==> config.mk <==
export PLATFORM = sky130hd
export DESIGN_NAME = axi_read_logic
export DESIGN_NICKNAME = d
export VERILOG_FILES = /design/src/rtl/axi_lite_pkg.sv /design/src/rtl/axi_read_logic.sv
export SDC_FILE = /design/constraint.sdc
export NUM_CORES = 1
export LEC_CHECK = 0
export ABC_AREA = 1
export CORE_MARGIN = 1.5
export CORE_UTILIZATION = 42
export DETAILED_ROUTE_END_ITERATION = 7
export PLACE_DENSITY_LB_ADDON = 0.05
export SLEW_MARGIN = 25
export SYNTH_ARGS = -nofsm -noshare
export SYNTH_HDL_FRONTEND = slang
export SYNTH_SLANG_ARGS = --single-unit
==> constraint.sdc <==
create_clock -name axi_clk -period 2.29 [get_ports axi_clk]
set_input_delay 0.3435 -clock axi_clk [delete_from_list [all_inputs] [get_ports axi_clk]]
set_output_delay 0.3435 -clock axi_clk [all_outputs]
set_load 0.02 [all_outputs]
==> src/rtl/axi_lite_pkg.sv <==
// Shared AXI4-Lite definitions: response codes and the read-channel FSM encoding.
package axi_lite_pkg;

  localparam logic [1:0] RESP_OKAY   = 2'b00;
  localparam logic [1:0] RESP_SLVERR = 2'b10;

  typedef enum logic [1:0] {
    StIdle,
    StFetch,
    StResp
  } rd_state_e;

endpackage

==> src/rtl/axi_read_logic.sv <==
// AXI4-Lite read channel in front of a synchronous register file, one transaction in flight.
// Define AXI_RD_ADDR_CHECK_EN to answer out-of-range indices with SLVERR instead of wrapping.
module axi_read_logic
  import axi_lite_pkg::*;
#(
  parameter int unsigned number_of_register = 64,
  parameter int unsigned DATA_WIDTH         = 32
) (
  input  logic                  axi_clk,
  input  logic                  rstn,
  input  logic [7:0]            read_addr,
  input  logic                  read_addr_valid,
  output logic                  read_addr_ready,
  output logic [DATA_WIDTH-1:0] read_data,
  output logic [1:0]            read_resp,
  output logic                  read_data_valid,
  input  logic                  read_data_ready,
  output logic [5:0]            reg_rd_addr,
  output logic                  reg_rd_en,
  input  logic [DATA_WIDTH-1:0] reg_rd_data
);

  rd_state_e             state_q, state_d;
  logic [5:0]            idx_q, idx_d;
  logic                  oor_q, oor_d;
  logic                  rdy_q, rdy_d;
  logic [DATA_WIDTH-1:0] data_q, data_d;
  logic [1:0]            resp_q, resp_d;

  logic [5:0] ar_idx;
  logic [5:0] ar_idx_eff;
  logic       ar_oor;
  logic       unused_addr_lsb;

  // Byte lanes are irrelevant: an unaligned address reads its containing word.
  assign ar_idx          = read_addr[7:2];
  assign unused_addr_lsb = ^read_addr[1:0];

`ifdef AXI_RD_ADDR_CHECK_EN
  assign ar_oor     = 32'(ar_idx) >= number_of_register;
  assign ar_idx_eff = ar_idx;
`else
  assign ar_oor     = 1'b0;
  assign ar_idx_eff = 6'(32'(ar_idx) % number_of_register);
`endif

  always_comb begin
    state_d   = state_q;
    idx_d     = idx_q;
    oor_d     = oor_q;
    data_d    = data_q;
    resp_d    = resp_q;
    reg_rd_en = 1'b0;
    unique case (state_q)
      StIdle: begin
        if (rdy_q && read_addr_valid) begin
          idx_d   = ar_idx_eff;
          oor_d   = ar_oor;
          state_d = StFetch;
        end
      end
      StFetch: begin
        // Register file data is captured on the edge that enters StResp.
        reg_rd_en = ~oor_q;
        state_d   = StResp;
        if (oor_q) begin
          data_d = '0;
          resp_d = RESP_SLVERR;
        end else begin
          data_d = reg_rd_data;
          resp_d = RESP_OKAY;
        end
      end
      StResp: begin
        if (read_data_ready) begin
          state_d = StIdle;
        end
      end
      default: state_d = StIdle;
    endcase
  end

  // ARREADY is registered so it stays low during reset and rises one edge later.
  assign rdy_d = (state_d == StIdle);

  always_ff @(posedge axi_clk or negedge rstn) begin
    if (!rstn) begin
      state_q <= StIdle;
      idx_q   <= '0;
      oor_q   <= 1'b0;
      rdy_q   <= 1'b0;
      data_q  <= '0;
      resp_q  <= RESP_OKAY;
    end else begin
      state_q <= state_d;
      idx_q   <= idx_d;
      oor_q   <= oor_d;
      rdy_q   <= rdy_d;
      data_q  <= data_d;
      resp_q  <= resp_d;
    end
  end

  assign read_addr_ready = rdy_q;
  assign read_data_valid = (state_q == StResp);
  assign read_data       = data_q;
  assign read_resp       = resp_q;
  assign reg_rd_addr     = idx_q;

endmodule

# --- Yosys cells after proc, flatten, opt, wreduce, memory -nomap -nowiden ---
# Cells that the tools add are included.
# W data, S select, Z words.
totals:
  register_bits: 41
  input_bits: 44
  elab_cells: 14
op_classes:
  n_eq_ne: 2
  muxes: 4
  n_reduce_logical: 4
op_table:
  columns: ["operator", "count"]
  rows:
  - ["$pmux W2 S3", 1]
  - ["$logic_not A2 Y1", 2]
  - ["$mux W2", 2]
  - ["$eq A2 B1 Y1 const B", 1]
  - ["$eq A2 B2 Y1 const B", 1]
  - ["$reduce_and A2 Y1", 1]
  - ["$logic_and A1 B1 Y1", 1]
  - ["$mux W1", 1]

# --- Depth between registers and ports, before layout ---
# Gate-level depths: netlist (run 1).
logic_depth:
  depth_word: 4
  mapped_depth: 6
  ltp_nobuf: 5

# --- Worst setup path before layout (run 1) ---
# Ideal clock, no wire load.
synth_path:
  path_kind: "register to output"
  start: "reg state_q[1]"
  end: "out reg_rd_en"
  arrival_time_ns: 0.797
  path_slack_ns: 1.150
  path_stages_with_launch: 5
  n_path_buf: 1
  cell_sequence: "dfrtp_1 -> inv_2 -> nand2_4 -> inv_6 -> buf_12"
synth_via:
  elab_chain_cells: 2
synth_lines:
  columns: ["element", "line_no", "source"]
  rows:
  - ["start: declaration", "axi_read_logic.sv:23", "rd_state_e state_q, state_d;"]
  - ["start signal: assignment", "axi_read_logic.sv:88", "state_q <= StIdle;"]
  - ["start signal: assignment", "axi_read_logic.sv:95", "state_q <= state_d;"]
  - ["$eq A2 B1 Y1", "axi_read_logic.sv:54", "unique case (state_q)"]
  - ["$mux W1", "axi_read_logic.sv:54", null]
  - ["end: declaration", "axi_read_logic.sv:19", "output logic reg_rd_en,"]
# Every way passes these cells.

# --- Final worst setup path (run 1) ---
# Ends and elaborated chain as after synthesis.

==> impl_metrics.json, run 1 <==
{
  "outcome": "completed",
  "crit_path_max_incr_delay_ps": 600,
  "core_area_um2": 3720,
  "cts.hold.buffers_added": 0,
  "grt_max_degree": 42,
  "period_share_pct": 81.5,
  "drv_slew": 0,
  "seq_area_um2": 1030,
  "cts_made_buffers": 5,
  "r2r_end": "read_data[1]",
  "track_usage_pct": 18.5,
  "netSwitchingFraction_pct": 39.6,
  "postCtsSetupRepairBufs": 0,
  "synthCells": 179,
  "via_per_inst": 4.42,
  "ys_warn_count": 0,
  "grt_first_pass_wirelength_mm": 5.98,
  "combPwrFrac_pct": 52.1,
  "clk_pin_slew_ps": 70,
  "die_x_um": 65.6,
  "htreeDepth": 2,
  "power_density_nw_per_um2": 1410,
  "cap_violations": 0,
  "reg2reg_slack_ps": 1050,
  "required_ps": 1950,
  "end_kind": "primary output",
  "post_drt_wl_per_cell_um": 11.5,
  "start_kind": "register",
  "vias": 1375,
  "dieArea_um2": 4300,
  "antenna_found_initial": 0,
  "ios": 87,
  "hold_violations": 0,
  "critPathBufInv": 3,
  "area_delta_synth_final_pct": 54.8,
  "first_iter_violations": 81,
  "path_class": "register to primary output",
  "cts-root-buf": "clkbuf_8",
  "power_frac_clock_pct": 12.6,
  "ys_seq_area_share_pct": 62.4,
  "ant_nets": 0,
  "fmax_ghz": 0.536,
  "drtPass1Iterations": 4,
  "cp_cell_sequence": "inv_2, nand2_4, inv_6, clkdlybuf4s50_1",
  "rows": 22,
  "die_h_um": 65.6,
  "avgSynthCellArea_um2": 9.19,
  "skew_ps": 2.99,
  "clock_sinks": 41,
  "worst-path-max-fanout": 3,
  "clkLatencyLatePin_ps": 280,
  "cts_tree": "done",
  "grt_pass1_vias": 1341,
  "worstMarginPinSlew_ps": 879,
  "io_buffers": 82,
  "synth_area_um2": 1650,
  "finish.net_count": 307,
  "grt_overflow": 0,
  "p_leak_nw": 1.26,
  "min_period_ps": 1870,
  "drt-total-wl_mm": 3.57,
  "multi_input_area_um2": 519,
  "worstReg2RegStart": "state_q[1]",
  "p_seq_share_pct": 35.3,
  "synth_cell_types": 14,
  "relSlewSlack_pct": 41.4,
  "tns_ps": 0,
  "slowest_stage": "clkdlybuf4s50_1",
  "yosys_register_bits": 41,
  "switchingPower_mw": 1.43,
  "n_antenna_cell": 0,
  "power_mw": 3.60,
  "vdd_drop_max_mv": 0.670,
  "drive_above_1_share_pct": 8.37,
  "rsz0062_at_grt": "no",
  "cts-resized-gates": 0,
  "intPower_mw": 2.18,
  "clockBufferDepth": 2,
  "fillers": 317,
  "hpwl_mm": 2.50,
  "hp-class": "primary input to async pin",
  "critical_path.top_delay_family": "buffers and inverters",
  "drc": 0,
  "setup_viol": 0,
  "reg2reg_depth": 6,
  "cp.arrival_ps": 1520,
  "place_congestion": 0.666,
  "initial_utilization_pct": 44.3
}
## cell type report
type                    instances  share of cell area [%]
flip-flops and latches         41                    40.3
multi-input cells             126                    20.4
repair buffers                 84                    32.6
clock buffers                   7                    3.39
well taps                      48                    2.36
inverters                       5                   0.934
## synthesized netlist by cell type, drive strengths merged
cell type | number | area, um^2
buf | 8 | 80.1
conb | 1 | 3.75
dfrtp | 41 | 1030
inv | 5 | 23.8
nand2 | 113 | 454
nand3 | 7 | 35.0
nor2 | 4 | 22.5
## worst register-to-register path: stages (launching register included)
cell	delay (ps)
dfrtp_1	420
inv_2	110
nand2_4	70
inv_6	50
buf_4	340
nand2_1	120
nand2_1	80
## power by group through the flow
stage / combinational, mW / clock (mW) / sequential [mW]
2_1_floorplan: 0.630 / 0 / 1.69
3_3_place_gp: 1.87 / 0 / 1.27
3_5_place_dp: 1.90 / 0 / 1.28
4_1_cts: 1.90 / 0.475 / 1.27
5_1_grt: 2.06 / 0.513 / 1.31
6_report: 1.88 / 0.453 / 1.27
## cells by family (layout without fill, tap and decap cells)
group         count (synthesis)  after routing  synth area share, %
buf+inv                      13             96                 6.31
flops                        41             41                 62.4
simple gates                124            124                 31.1
other cells                   1              2                0.228
## registers in the layout, indices dropped and copies added, names as in the netlist
signal,cells
read_addr_ready,1
read_data,32
state_q,2
reg_rd_addr,6
## layer usage
layer / share of wire [%] / vias up / global-route usage, %
li1: - / 698 / -
met1: 45 / 618 / 23.3
met2: 48 / 57 / 30.5
met3: 6.5 / 2 / 6.68
met4: 0.50 / 0 / 4.17
met5: 0 / - / 0
## worst max path at each step
stage / startpoint / endpoint / slack, ps / cells past startpoint
6_report: state_q[1] / reg_rd_en / 420 / 4
3_3_place_gp: state_q[1] / reg_rd_en / 720 / 4
4_1_cts: state_q[1] / reg_rd_en / 410 / 4
2_1_floorplan: state_q[1] / reg_rd_en / 1150 / 4
5_1_grt: state_q[1] / reg_rd_en / 350 / 4
3_5_place_dp: state_q[1] / reg_rd_en / 710 / 4
## per-stage QoR
step	setup slack (ps)	utilization [%]	std cells	hold slack, ps	cell area, um^2
final	425	68.5	311	182	2550
after global routing	347	68.5	311	254	2550
after CTS	406	68.5	311	220	2550
after detailed placement	714	66.2	304	458	2460
after global placement	720	66.2	304	456	2460
after floorplan	1150	-	180	47.9	1650
## placed cells by master, fill, tap and decap left out
master	Yosys	final
nand2_1	103	103
clkbuf_8	0	6
clkbuf_1	0	1
nand2_4	1	1
nand2_2	9	9
inv_1	3	3
conb_1	1	2
nor2_4	1	1
buf_2	0	1
clkdlybuf4s50_1	0	81
nand3_1	7	7
inv_6	1	1
inv_2	1	1
buf_4	5	2
nor2_1	3	3
dfrtp_1	41	41
No activity file was read; power rests on OpenSTA's default activity.
==> run 2: changes to the inputs <==
--- a/config.mk
+++ b/config.mk
@@ -7,7 +7,7 @@
 export LEC_CHECK = 0
 export ABC_AREA = 1
 export CORE_MARGIN = 1.5
-export CORE_UTILIZATION = 42
+export CORE_UTILIZATION = 39
 export DETAILED_ROUTE_END_ITERATION = 7
 export PLACE_DENSITY_LB_ADDON = 0.05
 export SLEW_MARGIN = 25
==> constraint.sdc (replaced) <==
create_clock -name axi_clk -period 1.75 [get_ports axi_clk]
set_input_delay 0.2625 -clock axi_clk [delete_from_list [all_inputs] [get_ports axi_clk]]
set_output_delay 0.2625 -clock axi_clk [all_outputs]
set_load 0.02 [all_outputs]
==> run 2 against run 1 <==
Combinational power rose by 30%; clock power grew 26%; die area grew 7.3%; via count is 1.3% lower.
==> impl_metrics.json, run 2 (synthesized netlist as in run 1, its figures left out) <==
{
  "clockBufferDepth": 2,
  "hp-class": "register to register",
  "place_ws_ps": 246,
  "min_period_ps": 1530,
  "cap_violations": 0,
  "worst_hold_path.num_cells": 2,
  "intPower_mw": 2.81,
  "rows": 23,
  "end_kind": "primary output",
  "cp_cell_sequence": "inv_2, nand2_4, inv_6, dlygate4sd2_1",
  "io_buffers": 82,
  "setup_ws_ps": 221,
  "p_leak_nw": 1.28,
  "worst-path-max-fanout": 3,
  "cp.arrival_ps": 1270,
  "antenna_found_initial": 0,
  "reg2reg_depth": 6,
  "drive_above_1_share_pct": 8.61,
  "via_per_inst": 4.28,
  "final_cell_mix": "103 x nand2_1, 79 x clkdlybuf4s50_1, 41 x dfrtp_1",
  "slowest_stage": "dfrtp_1",
  "switchingPower_mw": 1.86,
  "r2r_end": "read_data[28]",
  "routed.top_layer": "met4",
  "mostFrequentLayoutCell": "nand2_1",
  "clkLatencyLatePin_ps": 280,
  "drtPass1Iterations": 4,
  "hold_violations": 0,
  "drv_slew": 0,
  "outcome": "completed",
  "hold_start": "reg_rd_addr[5]",
  "worstReg2RegStart": "state_q[1]",
  "initial_utilization_pct": 40.8,
  "vdd_drop_max_mv": 0.906,
  "first_iter_violations": 46,
  "track_usage_pct": 16.5,
  "setup_viol": 0,
  "fillers": 361,
  "fmax_ghz": 0.654,
  "power_density_nw_per_um2": 1820,
  "largest_reg_flops": 32,
  "netSwitchingFraction_pct": 39.8,
  "cts_tree": "done",
  "crit_path_max_incr_delay_ps": 430,
  "reg2reg_slack_ps": 530,
  "cts_made_buffers": 5,
  "rsz0062_at_grt": "no",
  "htreeDepth": 2,
  "tns_ps": 0,
  "post_drt_wl_per_cell_um": 11.3,
  "die_x_um": 68.0,
  "postCtsSetupRepairBufs": 0,
  "hpwl_mm": 2.52,
  "relSlewSlack_pct": 60.6,
  "ant_nets": 0,
  "cts-root-buf": "clkbuf_8",
  "worstHoldEndpoint": "reg_rd_addr[5]",
  "required_ps": 1490,
  "grt_pass1_vias": 1265,
  "start_kind": "register",
  "worstMarginPinSlew_ps": 591,
  "clock_sinks": 41,
  "finish.net_count": 310,
  "p_seq_share_pct": 35.6,
  "critical_path.top_delay_family": "buffers and inverters",
  "ios": 87,
  "power_frac_clock_pct": 12.2,
  "drt-met1-wl_mm": 1.51,
  "drc": 0,
  "die_h_um": 68.0,
  "cp-startpoint": "state_q[1]",
  "grt_first_pass_wirelength_mm": 5.69,
  "dieArea_um2": 4620,
  "dr_wl_met2_mm": 1.75,
  "met3_length_um": 274,
  "grt_max_degree": 34,
  "critPathBufInv": 3,
  "combPwrFrac_pct": 52.2,
  "drt-total-wl_mm": 3.58,
  "area_delta_synth_final_pct": 55.9,
  "skew_ps": 1.38,
  "period_share_pct": 87.4,
  "clk_pin_slew_ps": 70,
  "grt_overflow": 0,
  "path_class": "register to primary output",
  "core_area_um2": 4030,
  "n_antenna_cell": 0,
  "place_congestion": 0.706,
  "vias": 1357
}
-- run 2: cell count changes in the layout (fill, tap and decap cells not counted) --
cell,delta
clkbuf_8,-1
clkdlybuf4s50_1,-2
dlygate4sd3_1,+1
clkbuf_1,+2
buf_4,+2
dlygate4sd2_1,+2
-- run 2: area by class of cell --
class | instances | area, um^2 | share of cell area (%)
clock buffers | 8 | 80.1 | 3.12
inverters | 5 | 23.8 | 0.927
multi-input cells | 126 | 519 | 20.2
flip-flops and latches | 41 | 1030 | 40.0
well taps | 50 | 62.6 | 2.44
repair buffers | 87 | 853 | 33.3
-- run 2: power by group through the flow --
stage / Clock [mW] / Sequential [mW] / Combinational, mW
floorplan: 0 / 2.21 / 0.824
global placement: 0 / 1.67 / 2.45
detailed placement: 0 / 1.67 / 2.49
CTS: 0.600 / 1.67 / 2.48
global route: 0.643 / 1.72 / 2.66
finish: 0.571 / 1.66 / 2.44
-- run 2: worst max path at each step --
| stage | slack [ps] | depth (start not counted) | to |
|---|---|---|---|
| finish | 220 | 4 | reg_rd_en |
| detailed placement | 250 | 4 | reg_rd_en |
| global placement | 250 | 4 | reg_rd_en |
| CTS | 200 | 4 | reg_rd_en |
| floorplan | 690 | 4 | reg_rd_en |
| global route | 150 | 4 | reg_rd_en |
-- run 2: what timing repair did --
| item | in CTS | in global routing |
|---|---|---|
| hold buffers | 1 | 0 |
| setup endpoints to repair | 2 | 0 |
| gates resized for setup | 2 | 0 |
| endpoints found under the hold margin | 6 | 0 |
-- run 2: stage by stage --
step	hold slack, ps	instances	total power, mW	instance area [um^2]	util [%]
3_5_place_dp	305	308	4.16	2480	61.5
5_1_grt	491	317	5.02	2560	63.7
3_3_place_gp	299	308	4.12	2480	61.5
4_1_cts	479	317	4.75	2560	63.7
2_1_floorplan	-33.1	180	3.04	1650	-
6_report	473	317	4.67	2560	63.7
-- run 2: tightest hold or removal path: stages, from the launching register on --
cell and delay (ps):
dfrtp_1 350, nand2_1 50, nand2_1 40
-- run 2: layer usage --
| metal | GRT usage [%] | vias to the layer above |
|---|---|---|
| met5 | 0 | - |
| met4 | 6.00 | 0 |
| met3 | 4.44 | 5 |
| met2 | 28.4 | 53 |
| met1 | 19.8 | 593 |
| li1 | - | 706 |
